## src/rtl/sos_sched_pkg.sv

```systemverilog
// Shared types and constants for the SOS channel scheduler.
package sos_sched_pkg;

    // Scheduler FSM encoding.
    typedef enum logic [1:0] {
        StIdle  = 2'd0,
        StIssue = 2'd1,
        StWait  = 2'd2,
        StWback = 2'd3
    } sched_state_e;

    // Default engine watchdog limit, in WAIT cycles.
    localparam int unsigned DEFAULT_TIMEOUT = 64;

    // Channel index width; never collapses to zero bits.
    function automatic int unsigned ch_width(input int unsigned n);
        return (n > 1) ? int'($clog2(n)) : 1;
    endfunction

endpackage

```

## src/rtl/rr_arbiter.sv

```systemverilog
// Round-robin arbiter: first pending channel at or after rr_ptr, searching upward with wrap.
// Purely combinational.
module rr_arbiter
    import sos_sched_pkg::*;
#(
    parameter int unsigned  NUM_CH = 4,
    localparam int unsigned CH_W   = ch_width(NUM_CH)
) (
    input  logic [NUM_CH-1:0] pending,
    input  logic [CH_W-1:0]   rr_ptr,
    output logic [NUM_CH-1:0] grant_oh,
    output logic [CH_W-1:0]   grant_idx,
    output logic              grant_valid
);

    logic [CH_W-1:0] idx;

    // Walk the channels starting at rr_ptr; the first hit wins.
    always_comb begin
        grant_oh    = '0;
        grant_idx   = '0;
        grant_valid = 1'b0;
        idx         = '0;
        for (int unsigned k = 0; k < NUM_CH; k++) begin
            idx = CH_W'((32'(rr_ptr) + k) % NUM_CH);
            if (!grant_valid && pending[idx]) begin
                grant_valid   = 1'b1;
                grant_idx     = idx;
                grant_oh[idx] = 1'b1;
            end
        end
    end

endmodule

```

## src/rtl/sos_channel_scheduler.sv

```systemverilog
// Time-multiplexes one stateless SOS engine across NUM_CH sample channels.
// Holds per-channel samples and the w1/w2 delay state, issues one channel at a time to the
// engine, and writes the updated state back when the engine reports done.
module sos_channel_scheduler
    import sos_sched_pkg::*;
#(
    parameter int unsigned  NUM_CH     = 4,
    parameter int unsigned  DATA_SIZE  = 24,
    parameter int unsigned  STATE_SIZE = 32,
    parameter int unsigned  TIMEOUT    = DEFAULT_TIMEOUT,
    localparam int unsigned CH_W       = ch_width(NUM_CH)
) (
    input  logic                        clk,
    input  logic                        reset,
    input  logic                        flush,
    input  logic [NUM_CH-1:0]           ch_valid,
    input  logic [NUM_CH*DATA_SIZE-1:0] ch_data,
    output logic                        eng_start,
    output logic [DATA_SIZE-1:0]        eng_data_in,
    output logic [STATE_SIZE-1:0]       eng_w1_in,
    output logic [STATE_SIZE-1:0]       eng_w2_in,
    input  logic                        eng_done,
    input  logic [DATA_SIZE-1:0]        eng_data_out,
    input  logic [STATE_SIZE-1:0]       eng_w1_out,
    input  logic [STATE_SIZE-1:0]       eng_w2_out,
    output logic                        out_valid,
    output logic [DATA_SIZE-1:0]        out_data,
    output logic [CH_W-1:0]             out_ch,
    output logic [NUM_CH-1:0]           overrun,
    output logic                        timeout_err
);

    localparam int unsigned     WD_W    = $clog2(TIMEOUT + 1);
    localparam logic [CH_W-1:0] LAST_CH = CH_W'(NUM_CH - 1);

    sched_state_e state_q, state_d;

    logic [NUM_CH-1:0]     pending_q;
    logic [NUM_CH-1:0]     overrun_q;
    logic [DATA_SIZE-1:0]  sample_q [NUM_CH];
    logic [STATE_SIZE-1:0] w1_q     [NUM_CH];
    logic [STATE_SIZE-1:0] w2_q     [NUM_CH];

    logic [NUM_CH-1:0] grant_oh;
    logic [NUM_CH-1:0] take;
    logic [CH_W-1:0]   grant_idx;
    logic              grant_valid;

    logic [CH_W-1:0]       rr_ptr_q;
    logic [CH_W-1:0]       cur_ch_q;
    logic [DATA_SIZE-1:0]  op_data_q;
    logic [STATE_SIZE-1:0] op_w1_q;
    logic [STATE_SIZE-1:0] op_w2_q;
    logic [WD_W-1:0]       wd_q;
    logic [DATA_SIZE-1:0]  res_data_q;
    logic [STATE_SIZE-1:0] res_w1_q;
    logic [STATE_SIZE-1:0] res_w2_q;
    logic                  suppress_q;
    logic                  timeout_q;

    logic                  out_valid_q;
    logic [DATA_SIZE-1:0]  out_data_q;
    logic [CH_W-1:0]       out_ch_q;

    logic do_grant;
    logic wd_expire;
    logic wb_en;

    rr_arbiter #(
        .NUM_CH (NUM_CH)
    ) u_rr_arbiter (
        .pending     (pending_q),
        .rr_ptr      (rr_ptr_q),
        .grant_oh    (grant_oh),
        .grant_idx   (grant_idx),
        .grant_valid (grant_valid)
    );

    assign take = do_grant ? grant_oh : '0;

    // Next-state decode and per-state strobes.
    always_comb begin
        state_d   = state_q;
        do_grant  = 1'b0;
        wd_expire = 1'b0;
        wb_en     = 1'b0;
        unique case (state_q)
            StIdle: begin
                if (grant_valid) begin
                    do_grant = 1'b1;
                    state_d  = StIssue;
                end
            end
            StIssue: begin
                state_d = StWait;
            end
            StWait: begin
                if (eng_done) begin
                    state_d = StWback;
                end else if (wd_q == WD_W'(TIMEOUT - 1)) begin
                    wd_expire = 1'b1;
                    state_d   = StIdle;
                end
            end
            StWback: begin
                // A flush in this same cycle beats the writeback.
                wb_en   = !flush && !suppress_q;
                state_d = StIdle;
            end
            default: begin
                state_d = StIdle;
            end
        endcase
    end

    // FSM state register.
    always_ff @(posedge clk) begin
        if (!reset) begin
            state_q <= StIdle;
        end else begin
            state_q <= state_d;
        end
    end

    // Sample capture, pending flags and sticky overrun per channel.
    always_ff @(posedge clk) begin
        if (!reset) begin
            pending_q <= '0;
            overrun_q <= '0;
            for (int i = 0; i < NUM_CH; i++) begin
                sample_q[i] <= '0;
            end
        end else begin
            for (int i = 0; i < NUM_CH; i++) begin
                // A strobe landing on the grant cycle refills the slot; the grant took the old data.
                if (ch_valid[i] && (!pending_q[i] || take[i])) begin
                    sample_q[i]  <= ch_data[i*DATA_SIZE +: DATA_SIZE];
                    pending_q[i] <= 1'b1;
                end else if (take[i]) begin
                    pending_q[i] <= 1'b0;
                end
                if (ch_valid[i] && pending_q[i] && !take[i]) begin
                    overrun_q[i] <= 1'b1;
                end
            end
        end
    end

    // Engine operands, watchdog, result capture and error flag.
    always_ff @(posedge clk) begin
        if (!reset) begin
            rr_ptr_q   <= '0;
            cur_ch_q   <= '0;
            op_data_q  <= '0;
            op_w1_q    <= '0;
            op_w2_q    <= '0;
            wd_q       <= '0;
            res_data_q <= '0;
            res_w1_q   <= '0;
            res_w2_q   <= '0;
            suppress_q <= 1'b0;
            timeout_q  <= 1'b0;
        end else begin
            if (do_grant) begin
                cur_ch_q   <= grant_idx;
                rr_ptr_q   <= (grant_idx == LAST_CH) ? '0 : grant_idx + CH_W'(1);
                op_data_q  <= sample_q[grant_idx];
                // The state store is zeroed at this same edge, so hand the engine zeros too.
                op_w1_q    <= flush ? '0 : w1_q[grant_idx];
                op_w2_q    <= flush ? '0 : w2_q[grant_idx];
                suppress_q <= 1'b0;
            end
            if (state_q == StIssue) begin
                wd_q <= '0;
            end else if (state_q == StWait) begin
                wd_q <= wd_q + WD_W'(1);
            end
            if (state_q == StWait && eng_done) begin
                res_data_q <= eng_data_out;
                res_w1_q   <= eng_w1_out;
                res_w2_q   <= eng_w2_out;
            end
            // Once operands are latched, a flush must keep the stale result out of the store.
            if (flush && (state_q == StIssue || state_q == StWait || state_q == StWback)) begin
                suppress_q <= 1'b1;
            end
            if (wd_expire) begin
                timeout_q <= 1'b1;
            end
        end
    end

    // Per-channel w1/w2 delay-state store.
    always_ff @(posedge clk) begin
        if (!reset || flush) begin
            for (int i = 0; i < NUM_CH; i++) begin
                w1_q[i] <= '0;
                w2_q[i] <= '0;
            end
        end else if (wb_en) begin
            w1_q[cur_ch_q] <= res_w1_q;
            w2_q[cur_ch_q] <= res_w2_q;
        end
    end

    // Registered result strobe, issued on the edge that leaves WBACK.
    always_ff @(posedge clk) begin
        if (!reset) begin
            out_valid_q <= 1'b0;
            out_data_q  <= '0;
            out_ch_q    <= '0;
        end else begin
            out_valid_q <= (state_q == StWback);
            if (state_q == StWback) begin
                out_data_q <= res_data_q;
                out_ch_q   <= cur_ch_q;
            end
        end
    end

    assign eng_start   = (state_q == StIssue);
    assign eng_data_in = op_data_q;
    assign eng_w1_in   = op_w1_q;
    assign eng_w2_in   = op_w2_q;
    assign out_valid   = out_valid_q;
    assign out_data    = out_data_q;
    assign out_ch      = out_ch_q;
    assign overrun     = overrun_q;
    assign timeout_err = timeout_q;

endmodule

```

## config.mk

```make
export PLATFORM = sky130hd
export DESIGN_NAME = sos_channel_scheduler
export DESIGN_NICKNAME = d
export VERILOG_FILES = /design/src/rtl/sos_sched_pkg.sv /design/src/rtl/rr_arbiter.sv /design/src/rtl/sos_channel_scheduler.sv
export SDC_FILE = /design/constraint.sdc
export NUM_CORES = 1
export LEC_CHECK = 0
export BUFFER_PORTS_ARGS = -buffer_cell sky130_fd_sc_hd__clkbuf_2
export CAP_MARGIN = 20
export CORE_UTILIZATION = 25
export DETAILED_ROUTE_END_ITERATION = 7
export GPL_ROUTABILITY_DRIVEN = 1
export SLEW_MARGIN = 30
export SYNTH_ARGS = -nofsm -noshare
export SYNTH_HDL_FRONTEND = slang
export SYNTH_SLANG_ARGS = --single-unit
export TNS_END_PERCENT = 1
```

## constraint.sdc

```tcl
create_clock -name clk -period 13.4 [get_ports clk]
set_input_delay 0.67 -clock clk [delete_from_list [all_inputs] [get_ports clk]]
set_output_delay 0.67 -clock clk [all_outputs]
set_load 0.01 [all_outputs]
```

==> metrics.txt, run 1 <==
Seq/Total Area, Yosys 0.635; FMAX 214 MHz; pin slew with the least headroom to its limit 1.01 ns; iteration-0 DRC count of the detailed router about 850; P&R area growth vs syn 20.5%; fin worst setup slack roughly 8.7 ns; relative max-transition margin 0.323; Synth Register Bits between 500 and 600; synthesized netlist net count between 2k and 2.5k; number of enable-type register cells in the synthesized netlist ~350; Placed Cells incl. Taps between 3k and 4k; number of buffers and inverters on the critical path 1; Setup TNS Final 0 ns; number of max-cap violations 0; final RePlAce weighted congestion ~0.79; fraction of synthesis flops using an asynchronous set or reset pin 0; total length of routed wires around 66,000 um; cell area after placement 0.0266 mm^2; type of origin of the critical path flip-flop; global-route wire length before repair 97,100 um; starting density of the core 0.254; area share of the leading cell type in the synthesized netlist 0.444; cell area after synthesis approximately 0.024 mm^2; total via count after detailed routing between 15k and 20k; CORE AREA ~0.094 mm^2; data arrival at the endpoint of the critical path between 4 and 5 ns; Top delay family on crit path simple AND/OR/NAND/NOR gates; post-layout net count about 2.4k; Post-DP HPWL approximately 40,000 um; power density cells 188 mW/mm^2; Util after Layout 0.306; clock transition time at the flip-flop clock pins of the worst setup and hold paths 0.06 ns; Crit path required time roughly 14 ns; length in cells of the worst reg-to-reg path 8; path class of the lowest-slack min-delay path primary input to flip-flop; static leakage about 11 nW; routed len/inst approximately 19 um; cell type of the slowest stage on the worst timing path sky130_fd_sc_hd__a21bo_2; maximum number of pins on one net before global-route repair ~130; kind of end point of the critical path flip-flop; number of clock sinks just under 600; fraction of final layout cells sized beyond drive strength 1 0.221; Fin. Hold Viols 0; worst setup path startpoint rr_ptr_q[0]; final design area excluding fillers between 0.02 and 0.03 mm^2; global routing usage summed across all routing layers 0.134; Die Footprint 0.0964 mm^2; post-synthesis area per instance roughly 12 um^2; filler instances approximately 9.5k; critical setup path kind flip-flop to flip-flop; FF/Latch Area 0.0151 mm^2; Syn. warnings 0; number of vias per cell approximately 4.4; cell count of the worst hold path 3; remaining routing DRC violations 0; delay of the slowest cell on the worst path about 0.8 ns; Max VDD drop 0.227 mV; cell type contributing the most total cell area after synthesis sky130_fd_sc_hd__edfxtp_1; total chip power about 5.4 mW; multi-input gate area in the final layout just over 0.008 mm^2; worst reg2reg endpoint sample_q[1][7]; reg-to-reg setup timing slack just under 9 ns; number of H-tree levels 2; Crit. path cell count 8; post-CTS repair timing setup buffer count 0; root buf cell sky130_fd_sc_hd__clkbuf_16; synth unique cells 47; synthesized-area fraction occupied by ao, oa, aoi and oai cells 0.0903; instance count of the mapped netlist between 1.5k and 2k; Die X roughly 310 um; main flop type after synthesis sky130_fd_sc_hd__edfxtp_1; number of max-slew violations in the final report 0; number of top-level design ports 313; number of routed nets with antenna violations 0; count of final setup violators 0; DRT Pass-1 Iters 5; worst-case clock skew 0.0343 ns; RSZ-0062 raised after global routing no; number of buffers inserted by port buffering ~310; # resized after CTS 0; maximum buffer depth of the clock tree 3; largest family of logic cells by synthesized area simple AND/OR/NAND/NOR gates; Area contributors post-synth sky130_fd_sc_hd__edfxtp_1, sky130_fd_sc_hd__dfxtp_1, sky130_fd_sc_hd__mux2i_1; area share of fa/ha/maj cells after synthesis 0.00473; Post-CTS Hold Fix Bufs 0; CTS tree yes; simple logic cell fraction of the synthesized area 0.162; Crit Path Max Fanout 25; floorplan die height 310 um; end point of the worst hold path res_w2_q[28]; startpoint of the worst-slack reg-to-reg timing path rr_ptr_q[0]; total CTS buffers 60; worst-path cell chain inv_1 -> ha_1 -> mux4_2 -> or3b_4 -> o21ai_0 -> o21ai_1 -> nand2_1 -> a21bo_2; dpl ws 8.73 ns; number of antenna violations at the first check in global routing 11; via count of the first global-routing pass between 15k and 20k; number of rows in the core area ~110; total grt overflow 0; worst-case hold slack around 0.27 ns; final worst path period need between 4 and 5 ns; final cell count without fillers about 3.5k; Worst Hold Launch eng_w2_out[28]; mux share of post-synthesis cell area 0.0796; post-synthesis share of cell area spent on xor and xnor gates 0.00221; outcome completed; clock latency reported for the late side of the worst-skew pair ~0.65 ns; final clock period utilization by the worst path 0.349
[flip-flops by register name, indices dropped and copies added, names as in the netlist, 2 cells and up]
register	flops
cur_ch_q	2
eng_data_in	24
eng_w1_in	32
eng_w2_in	32
out_ch	2
out_data	24
overrun	4
pending_q	4
res_data_q	24
res_w1_q	32
res_w2_q	32
rr_ptr_q	2
sample_q	96
state_q	2
w1_q	128
w2_q	128
wd_q	7
[layer usage]
layer / vias to the layer above / wire (um) / global-route usage
li1: 7365 / - / -
met1: 7361 / 29100 / 0.172
met2: 329 / 30700 / 0.218
met3: 128 / 3560 / 0.0309
met4: 12 / 2230 / 0.0526
met5: - / 76 / 0
[report_power, final]
group          internal [mW]  switching [mW]  leakage, nW  total (mW)
Combinational          0.573           0.926         4.51        1.50
Sequential              2.09           0.125         5.72        2.21
Clock                  0.955           0.716        0.965        1.67
[worst max-delay path by stage]
stage	end	slack, ns
after floorplan	w1_q[2][0]	7.54
after global placement	w2_q[1][27]	8.71
after detailed placement	sample_q[1][9]	8.73
after CTS	sample_q[1][16]	8.74
after global routing	sample_q[1][9]	8.43
final	sample_q[1][7]	8.72
[placed cells by master, fill, tap and decap left out, drive strengths merged, types with 2 or more instances in the layout]
| cell | netlist | final |
|---|---|---|
| bufinv | 0 | 4 |
| o21a | 2 | 2 |
| clkbuf | 90 | 394 |
| nor2b | 11 | 11 |
| mux2i | 179 | 179 |
| o31ai | 2 | 2 |
| o221ai | 88 | 88 |
| nand2b | 9 | 9 |
| o21ai | 14 | 14 |
| or3 | 4 | 4 |
| nor3 | 3 | 3 |
| clkinvlp | 0 | 2 |
| a31oi | 4 | 4 |
| diode | 0 | 5 |
| or2 | 2 | 2 |
| nor2 | 10 | 10 |
| xor2 | 3 | 3 |
| a21boi | 116 | 116 |
| ha | 9 | 9 |
| and2 | 264 | 264 |
| mux4 | 4 | 4 |
| dfxtp | 226 | 226 |
| a31o | 4 | 4 |
| a21bo | 4 | 4 |
| buf | 48 | 25 |
| edfxtp | 352 | 352 |
| and3 | 97 | 97 |
| nand2 | 339 | 339 |
| nand3b | 4 | 4 |
| clkinv | 0 | 21 |
| nand3 | 4 | 4 |
| nor3b | 2 | 2 |
| nand4 | 3 | 3 |
| inv | 2 | 5 |
| a21oi | 8 | 8 |
| xnor2 | 3 | 3 |
[Yosys cell counts, drive strengths merged, types with 8 or more instances]
library cell / count
edfxtp: 352
nand2: 339
and2: 264
dfxtp: 226
mux2i: 179
a21boi: 116
and3: 97
clkbuf: 90
o221ai: 88
buf: 48
o21ai: 14
nor2b: 11
nor2: 10
ha: 9
nand2b: 9
a21oi: 8
[worst min-delay path: cells and delay by family]
kind                   cells  cell delay [ns]
buffers and inverters      1             0.08
and+or+nand+nor            1             0.04
AOI/OAI and AO/OA          1             0.06
[cell families after synthesis]
group | after synthesis
multiplexers | 184
AND/OR/NAND/NOR | 755
buffers and inverters | 140
AO/OA/AOI/OAI | 247
adder cells (fa/ha/maj) | 9
XOR/XNOR | 6
flip-flops | 578
[layout make-up]
type,instances,area share
Antenna cell,5,0.000437
Clock inverter,30,0.0103
Inverter,2,0.000262
Sequential cell,578,0.527
Multi-Input combinational cell,1201,0.285
Tap cell,1254,0.0548
Clock buffer,83,0.0586
Timing Repair Buffer,336,0.0640
(Power assumes the default switching activity.)
==> run 2: changes to the inputs <==
Clock period 13.4 ns to 4.13 ns, I/O delays scaled along.
==> metrics.txt, run 2 (same netlist as run 1, synthesis figures left out) <==
Die X approximately 310 um; P&R area growth vs syn 30.6%; power density cells approximately 600 mW/mm^2; final cell count without fillers between 3k and 4k; worst-case hold slack roughly 0.070 ns; most frequent standard cell in the layout excluding fill and tap cells sky130_fd_sc_hd__edfxtp_1; CTS tree yes; cell area after placement about 0.027 mm^2; Post-DP HPWL between 30,000 and 40,000 um; Setup TNS Final 0 ns; DRT Pass-1 Iters 7; final design area excluding fillers between 0.03 and 0.04 mm^2; type of origin of the critical path flip-flop; cell type of the slowest stage on the worst timing path sky130_fd_sc_hd__o31ai_2; number of buffers and inverters on the critical path 2; total grt overflow 0; worst-path cell chain inv_1 -> ha_1 -> mux4_2 -> or2_1 -> o31ai_2 -> and2_4 -> buf_12 -> nand2_1 -> o221ai_1; worst-case clock skew ~0.032 ns; kind of end point of the critical path flip-flop; starting density of the core 0.254; post-layout net count 2,593; final RePlAce weighted congestion about 0.80; number of buffers inserted by port buffering ~310; delay of the slowest cell on the worst path around 0.53 ns; number of max-cap violations 0; maximum buffer depth of the clock tree 3; number of top-level design ports 313; FF/Latch Area 0.0151 mm^2; via count of the first global-routing pass roughly 17k; outcome completed; FMAX about 300 MHz; fraction of final layout cells sized beyond drive strength 1 0.212; number of vias per cell roughly 4.4; CORE AREA roughly 0.094 mm^2; Top delay family on crit path simple AND/OR/NAND/NOR gates; total CTS buffers 70; total via count after detailed routing about 16k; root buf cell sky130_fd_sc_hd__clkbuf_16; number of routed nets with antenna violations 0; Regs by FF count w1_q x128, w2_q x128, sample_q x96; total length of routed wires between 60,000 and 70,000 um; Max VDD drop just under 0.7 mV; multi-input gate area in the final layout around 0.0082 mm^2; number of H-tree levels 3; number of antenna violations at the first check in global routing 7; count of final setup violators 0; global routing usage summed across all routing layers 0.143; Fin. Hold Viols 0; clock transition time at the flip-flop clock pins of the worst setup and hold paths ~0.060 ns; remaining routing DRC violations 0; Crit Path Max Fanout 51; number of max-slew violations in the final report 0; floorplan die height between 300 and 400 um; final clock period utilization by the worst path 0.804; critical setup path kind flip-flop to flip-flop; highest-count cells in the layout ignoring fill and taps sky130_fd_sc_hd__edfxtp_1, sky130_fd_sc_hd__nand2_1, sky130_fd_sc_hd__clkbuf_2, sky130_fd_sc_hd__and2_1, sky130_fd_sc_hd__dfxtp_1; routed len/inst around 19 um; path class of the lowest-slack min-delay path primary input to flip-flop; RSZ-0062 raised after global routing no; data arrival at the endpoint of the critical path 3.84 ns; final worst path period need 3.32 ns; global-route wire length before repair about 100,000 um; Die Footprint a little under 0.1 mm^2; iteration-0 DRC count of the detailed router slightly below 900; number of clock sinks 578; total chip power roughly 19 mW; pin slew with the least headroom to its limit 0.950 ns; Crit path required time between 4 and 5 ns; clock latency reported for the late side of the worst-skew pair about 0.62 ns; relative max-transition margin 0.366; number of rows in the core area 112; static leakage between 10 and 15 nW; Placed Cells incl. Taps ~3.4k; filler instances just over 9k; maximum number of pins on one net before global-route repair 77
[run 2: path summary, 6_finish.rpt]
path / startpoint / end / slack (ns) / cells past startpoint
worst max register to register: rr_ptr_q[0] / eng_w2_in[2] / 0.81 / 9
worst min-delay path: reset / cur_ch_q[0] / 0.07 / 2
worst max-delay path: rr_ptr_q[0] / eng_w2_in[2] / 0.81 / 9
worst min register to register: eng_w2_in[0] / eng_w2_in[0] / 0.46 / 2
[run 2: stage by stage]
step                      setup WS, ns  utilization
after global routing             0.598        0.331
after CTS                        0.822        0.331
final                            0.808        0.331
after detailed placement         0.832        0.286
after floorplan                  0.605            -
after global placement           0.749        0.286
[run 2: area by class of cell]
type                       count  share of cell area
sequential                   578               0.486
multi-input combinational   1201               0.263
timing repair buffer         539               0.125
clock buffer                 109              0.0676
tap                         1254              0.0505
clock inverter                19             0.00745
antenna                        5            0.000403
inverter                       2            0.000242
[run 2: what timing repair did]
item	CTS	global route
setup buffers	0	0
hold buffers	189	0
gates resized for setup	0	0
hold endpoints to repair	189	0
[run 2: worst reg2reg max path: stages (launching register included)]
cell                       delay (ns)
sky130_fd_sc_hd__dfxtp_1         0.33
sky130_fd_sc_hd__inv_1           0.13
sky130_fd_sc_hd__ha_1            0.43
sky130_fd_sc_hd__mux4_2          0.45
sky130_fd_sc_hd__or2_1           0.32
sky130_fd_sc_hd__o31ai_2         0.53
sky130_fd_sc_hd__and2_4          0.45
sky130_fd_sc_hd__buf_12          0.35
sky130_fd_sc_hd__nand2_1         0.18
sky130_fd_sc_hd__o221ai_1        0.07
[run 2: per-layer routing]
layer	part of all wire	vias up	global-route usage
li1	-	7796	-
met2	0.49	415	0.244
met4	0.032	0	0.0643
met5	0	-	0
met1	0.43	7900	0.174
met3	0.050	136	0.0272
[run 2: where the power goes]
part | internal [mW] | switching [mW]
Combinational | 2.05 | 3.15
Sequential | 6.78 | 0.348
Clock | 3.76 | 2.42
Total | 12.6 | 5.91
